[config.mk]
export PLATFORM = sky130hd
export DESIGN_NAME = pcs_rx_decoder
export DESIGN_NICKNAME = d
export VERILOG_FILES = /design/src/rtl/pcs_rx_decoder.sv
export SDC_FILE = /design/constraint.sdc
export NUM_CORES = 1
export LEC_CHECK = 0
export BUFFER_PORTS_ARGS = -buffer_cell sky130_fd_sc_hd__buf_2
export CAP_MARGIN = 20
export CORE_MARGIN = 3
export CORE_UTILIZATION = 61
export DETAILED_ROUTE_END_ITERATION = 6
export PLACE_DENSITY = 0.86
export SYNTH_ARGS = -nofsm -noshare
export SYNTH_HDL_FRONTEND = slang
export SYNTH_SLANG_ARGS = --single-unit
[constraint.sdc]
create_clock -name i_clk -period 4.5 [get_ports i_clk]
set_input_delay 0.45 -clock i_clk [delete_from_list [all_inputs] [get_ports i_clk]]
set_output_delay 0.45 -clock i_clk [all_outputs]
set_load 0.05 [all_outputs]
[src/rtl/pcs_rx_decoder.sv]
// 64b/66b receive decoder: turns descrambled 66-bit blocks into XGMII words, using one block of
// lookahead to validate terminates, substituting E/LF words and counting decode errors.
module pcs_rx_decoder #(
    parameter int DATA_WIDTH    = 64,
    parameter int CTRL_WIDTH    = 8,
    parameter int ERR_CNT_WIDTH = 16
) (
    input  logic                     i_clk,
    input  logic                     i_reset_n,
    input  logic                     i_block_lock,
    input  logic                     i_valid,
    input  logic [1:0]               i_hdr,
    input  logic [DATA_WIDTH-1:0]    i_data,
    output logic [DATA_WIDTH-1:0]    o_xgmii_data,
    output logic [CTRL_WIDTH-1:0]    o_xgmii_ctrl,
    output logic                     o_valid,
    output logic [ERR_CNT_WIDTH-1:0] o_err_cnt
);

    localparam logic [DATA_WIDTH-1:0] LF_DATA = 64'h0100009C_0100009C;
    localparam logic [CTRL_WIDTH-1:0] LF_CTRL = 8'h11;
    localparam logic [DATA_WIDTH-1:0] E_DATA  = 64'hFEFEFEFE_FEFEFEFE;
    localparam logic [CTRL_WIDTH-1:0] E_CTRL  = 8'hFF;

    typedef enum logic [2:0] {RX_INIT, RX_C, RX_D, RX_T, RX_E} rx_state_t;
    typedef enum logic [2:0] {CL_C, CL_S, CL_D, CL_T, CL_E} blk_class_t;

    rx_state_t               r_state;
    rx_state_t               w_state_nxt;
    blk_class_t              w_cls;
    logic                    r_vld_p1;
    logic [1:0]              r_hdr_p1;
    logic [DATA_WIDTH-1:0]   r_data_p1;
    logic                    r_vld_p2;
    logic [DATA_WIDTH-1:0]   r_xgmii_data_p2;
    logic [CTRL_WIDTH-1:0]   r_xgmii_ctrl_p2;
    logic [ERR_CNT_WIDTH-1:0] r_err_cnt;
    logic [DATA_WIDTH-1:0]   w_dec_data;
    logic [CTRL_WIDTH-1:0]   w_dec_ctrl;
    logic [3:0]              w_term;
    logic                    w_err;
    logic                    w_advance;

    function automatic logic is_idle_blk(input logic [1:0] hdr, input logic [DATA_WIDTH-1:0] data);
        logic ok;
        ok = (hdr == 2'b10) && (data[7:0] == 8'h1E);
        for (int i = 0; i < 8; i++) begin
            if ((data[8+7*i +: 7] != 7'h00) && (data[8+7*i +: 7] != 7'h1E)) ok = 1'b0;
        end
        return ok;
    endfunction

    function automatic logic is_start_blk(input logic [1:0] hdr, input logic [DATA_WIDTH-1:0] data);
        return (hdr == 2'b10) && ((data[7:0] == 8'h78) || (data[7:0] == 8'h33));
    endfunction

    // {is_terminate, number of data bytes}
    function automatic logic [3:0] term_code(input logic [7:0] t);
        case (t)
            8'h87:   return 4'b1000;
            8'h99:   return 4'b1001;
            8'hAA:   return 4'b1010;
            8'hB4:   return 4'b1011;
            8'hCC:   return 4'b1100;
            8'hD2:   return 4'b1101;
            8'hE1:   return 4'b1110;
            8'hFF:   return 4'b1111;
            default: return 4'b0000;
        endcase
    endfunction

    assign w_term    = term_code(r_data_p1[7:0]);
    assign w_advance = i_block_lock && i_valid && r_vld_p1;

    always_comb begin
        w_cls = CL_E;
        if (r_hdr_p1 == 2'b01)
            w_cls = CL_D;
        else if (is_idle_blk(r_hdr_p1, r_data_p1))
            w_cls = CL_C;
        else if (is_start_blk(r_hdr_p1, r_data_p1))
            w_cls = CL_S;
        else if ((r_hdr_p1 == 2'b10) && w_term[3] &&
                 (is_idle_blk(i_hdr, i_data) || is_start_blk(i_hdr, i_data)))
            w_cls = CL_T;
    end

    always_ff @(posedge i_clk or negedge i_reset_n) begin
        if (!i_reset_n)
            r_state <= RX_INIT;
        else if (!i_block_lock)
            r_state <= RX_INIT;
        else if (w_advance)
            r_state <= w_state_nxt;
    end

    always_comb begin
        w_state_nxt = RX_E;
        case (r_state)
            RX_INIT, RX_C, RX_T: begin
                if (w_cls == CL_C)      w_state_nxt = RX_C;
                else if (w_cls == CL_S) w_state_nxt = RX_D;
            end
            RX_D: begin
                if (w_cls == CL_D)      w_state_nxt = RX_D;
                else if (w_cls == CL_T) w_state_nxt = RX_T;
            end
            RX_E: begin
                if (w_cls == CL_C)      w_state_nxt = RX_C;
                else if (w_cls == CL_D) w_state_nxt = RX_D;
                else if (w_cls == CL_T) w_state_nxt = RX_T;
            end
            default: w_state_nxt = RX_E;
        endcase
    end

    always_comb begin
        w_err      = (w_state_nxt == RX_E);
        w_dec_data = E_DATA;
        w_dec_ctrl = E_CTRL;
        if (!w_err) begin
            case (w_cls)
                CL_C: begin
                    for (int i = 0; i < 8; i++)
                        w_dec_data[8*i +: 8] = (r_data_p1[8+7*i +: 7] == 7'h00) ? 8'h07 : 8'hFE;
                end
                CL_S: begin
                    if (r_data_p1[7:0] == 8'h78) begin
                        w_dec_data = {r_data_p1[63:8], 8'hFB};
                        w_dec_ctrl = 8'h01;
                    end else begin
                        w_dec_data = {r_data_p1[63:40], 8'hFB, 32'h07070707};
                        w_dec_ctrl = 8'h1F;
                    end
                end
                CL_D: begin
                    w_dec_data = r_data_p1;
                    w_dec_ctrl = 8'h00;
                end
                CL_T: begin
                    // data bytes sit one byte above their lane because of the type field
                    for (int i = 0; i < 8; i++) begin
                        if (i < int'(w_term[2:0])) begin
                            w_dec_data[8*i +: 8] = r_data_p1[8+8*i +: 8];
                            w_dec_ctrl[i]        = 1'b0;
                        end else if (i == int'(w_term[2:0])) begin
                            w_dec_data[8*i +: 8] = 8'hFD;
                        end else begin
                            w_dec_data[8*i +: 8] = 8'h07;
                        end
                    end
                end
                default: ;
            endcase
        end
    end

    // stage 1: capture block, stage 2: decode with lookahead and register outputs
    always_ff @(posedge i_clk or negedge i_reset_n) begin
        if (!i_reset_n) begin
            r_vld_p1        <= 1'b0;
            r_hdr_p1        <= 2'b00;
            r_data_p1       <= '0;
            r_vld_p2        <= 1'b0;
            r_xgmii_data_p2 <= LF_DATA;
            r_xgmii_ctrl_p2 <= LF_CTRL;
            r_err_cnt       <= '0;
        end else if (!i_block_lock) begin
            r_vld_p1        <= 1'b0;
            r_hdr_p1        <= 2'b00;
            r_data_p1       <= '0;
            r_vld_p2        <= i_valid;
            r_xgmii_data_p2 <= LF_DATA;
            r_xgmii_ctrl_p2 <= LF_CTRL;
        end else begin
            r_vld_p2 <= w_advance;
            if (i_valid) begin
                r_vld_p1  <= 1'b1;
                r_hdr_p1  <= i_hdr;
                r_data_p1 <= i_data;
            end
            if (w_advance) begin
                r_xgmii_data_p2 <= w_dec_data;
                r_xgmii_ctrl_p2 <= w_dec_ctrl;
                if (w_err && (r_err_cnt != '1))
                    r_err_cnt <= r_err_cnt + ERR_CNT_WIDTH'(1);
            end
        end
    end

    assign o_xgmii_data = r_xgmii_data_p2;
    assign o_xgmii_ctrl = r_xgmii_ctrl_p2;
    assign o_valid      = r_vld_p2;
    assign o_err_cnt    = r_err_cnt;

endmodule
==> flow_metrics.tcl <==
set metrics [dict create \
    cts_tree "yes" \
    htreeDepth 4 \
    p_sw_mw 1.19 \
    crit_type "reg -> reg" \
    clockPowerShare 0.394 \
    syn2layout_area_growth_pct 17.2 \
    initial_utilization 0.637 \
    hp-class "in -> async" \
    crit_arrival_ns 3.72 \
    clockBufferDepth 2 \
    combPwrFrac 0.165 \
    synth-edff-count 0 \
    synth_cells 930 \
    clock_skew_ns 0.0123 \
    clock_latency_ns 0.44 \
    worstMarginPinSlew_ns 1.16 \
    die_w_um 125 \
    synth_top_cell_by_area "dfrtp_1" \
    numCtsBuffers 17 \
    core_mm2 0.0135 \
    synth-seq-area-share 0.464 \
    cts_resized 0 \
    period_minus_slack_ns 3.43 \
    drcViolationCount 0 \
    worst_setup_path_end_kind "flip-flop" \
    grt_pass1_wl_mm 46.7 \
    setup_viol 0 \
    drive_gt1_frac 0.227 \
    rows 42 \
    fin_nets 1131 \
    synth_warnings 0 \
    ant_nets 0 \
    cp_common_cell "o21ai_1" \
    path_cells "or4_1 > a21o_1 > o21ai_1 > a311oi_2 > buf_4 > nor4_4 > o21ai_1 > nor3_2 > a31oi_1" \
    yosysUniqueCellTypes 68 \
    slew_viol_final 0 \
    fmax_mhz 291 \
    first_iter_violations 1543 \
    overflow 0 \
    setup_slack_ns 1.07 \
    max_stage_delay_ns 0.58 \
    viasPerCell 6.97 \
    max_slew_margin 0.227 \
    grt_usage 0.380 \
    power.internal_mw 2.53 \
    worstPathRequired_ns 4.78 \
    final-hold-violation-count 0 \
    pre_cts_ws_ns 1.08 \
    die_y_um 125 \
    cts_root_buf "clkbuf_16" \
    synth_fp_nets 1001 \
    synth.area.top_cells "dfrtp_1 43%, mux2i_1 7.7%, nor2_1 5.7%" \
    startpoint_type "flip-flop" \
    async_reset_ff_frac 1.00 \
    wirelength_mm 29.8 \
    dp.cells 1217 \
    synth_ff_type "dfrtp_1" \
    seq_power_share 0.440 \
    fin_setup_tns_ns 0 \
    io_pins 159 \
    worst_path_max_delay_cell "nor3_2" \
    dieArea_mm2 0.0156 \
    syn_area_per_cell_um2 9.25 \
    path_max_fanout 17 \
    syn_area_mm2 0.00860 \
    rsz0062_at_grt "no" \
    instances_no_fill 1249 \
    synth_top_area_share 0.428 \
    grt_max_degree 96 \
    dp_hpwl_mm 20.8 \
    hold_buffers 0 \
    synth_seq_cells 159 \
    mostFrequentLayoutCell "buf_2" \
    outcome "completed" \
    p_leak_nw 4.74 \
    clock-sinks 159 \
    vdd_ir_drop_max_mv 0.270 \
    numPortBuffers 158 \
    wire_per_inst_um 23.9 \
    clk_pin_slew_worst_paths_ns 0.07 \
    cts_setup_buffers 0 \
    first_global_vias 8198 \
    diodes 0 \
    p_per_area_mw_per_mm2 370 \
    antenna_found_initial 0 \
    gp_congestion 1.08 \
    most-common-layout-cells "157 x buf_2, 147 x dfrtp_1, 131 x nor2_1, 68 x a21oi_1, 66 x mux2i_1" \
    firstDrtPassIters 6 \
    switching_share 0.320 \
    vias 8703 \
    maxCapViolations 0 \
    min_period_over_period 0.763 \
]
## logic make-up after synthesis
logic type | share of synthesized area
DFF | 0.464
xor gates and xnor gates | 0.0163
and+or+nand+nor | 0.220
buffers and inverters | 0.0327
AOI/OAI and AO/OA | 0.187
muxes | 0.0781
adders and majority gates | 0.00145
## routing by layer
metal,wire [um],GRT usage,up-vias
li1,-,-,3723
met1,11400,0.537,4130
met2,13200,0.562,716
met3,3820,0.0828,134
met4,1410,0.173,0
met5,0,0,-
## registers in the layout, summed over array words and instances (netlist names)
signal	cells
o_xgmii_data	64
r_hdr_p1	2
o_valid	1
r_state	3
o_err_cnt	16
r_data_p1	64
r_vld_p1	1
o_xgmii_ctrl	8
## path summary, 6_finish.rpt
path                            cells after the start                to  slack (ns)    startpoint
worst max-delay path                                9  o_xgmii_data[10]        1.07  r_data_p1[1]
worst min-delay path                                1  o_xgmii_data[62]        0.11     i_reset_n
worst max register to register                      9  o_xgmii_data[10]        1.07  r_data_p1[1]
worst min register to register                      1      o_err_cnt[7]        0.50  o_err_cnt[7]
max in group asynchronous                           2  o_xgmii_data[35]        3.41     i_reset_n
min in group i_clk                                  3     r_data_p1[50]        0.28    i_data[50]
## area by class of cell
type	count	area (um^2)
multi-input combinational	700	4320
sequential	159	3990
fill	993	3430
timing repair buffer	173	910
clock buffer	18	439
tap	176	220
clock inverter	14	154
inverter	9	33.8
## worst max-delay path: cells and delay by family (launching register included)
| family | cells | cell delay [ns] |
|---|---|---|
| AO/OA/AOI/OAI | 5 | 0.98 |
| AND/OR/NAND/NOR | 3 | 1.54 |
| flip-flops | 1 | 0.57 |
| buffers and inverters | 1 | 0.19 |
## cell usage after synthesis, types with 10 or more instances
| cell type | n |
|---|---|
| o211ai_1 | 10 |
| buf_2 | 11 |
| or2_2 | 10 |
| nand4_1 | 32 |
| nor3_1 | 21 |
| clkbuf_1 | 45 |
| mux2i_1 | 66 |
| nor4_1 | 19 |
| dfrtp_1 | 147 |
| nor2_1 | 131 |
| nand2_1 | 56 |
| a21oi_1 | 68 |
| a22oi_1 | 11 |
| a31oi_1 | 25 |
| o21ai_0 | 61 |
| dfstp_2 | 12 |
| nand3_1 | 18 |
| nand3b_1 | 10 |
| or4_1 | 18 |
## power groups by stage
stage	sequential (mW)	clock, mW	combinational, mW
after floorplan	1.78	0	0.244
after global placement	1.65	0	0.590
after CTS	1.63	1.47	0.610
after global routing	1.65	1.53	0.656
final	1.64	1.47	0.616
after detailed placement	1.65	0	0.600
## stage by stage
stage                     instance area, um^2  total power [mW]  hold slack [ns]  utilization
after floorplan                          8600              2.03            0.154            -
after global placement                   9480              2.24            0.473        0.702
after detailed placement                 9480              2.25            0.484        0.702
after CTS                               10100              3.71            0.141        0.746
after global routing                    10100              3.83            0.179        0.746
final                                   10100              3.72            0.110        0.746
Power figures use the tool's default switching activity.
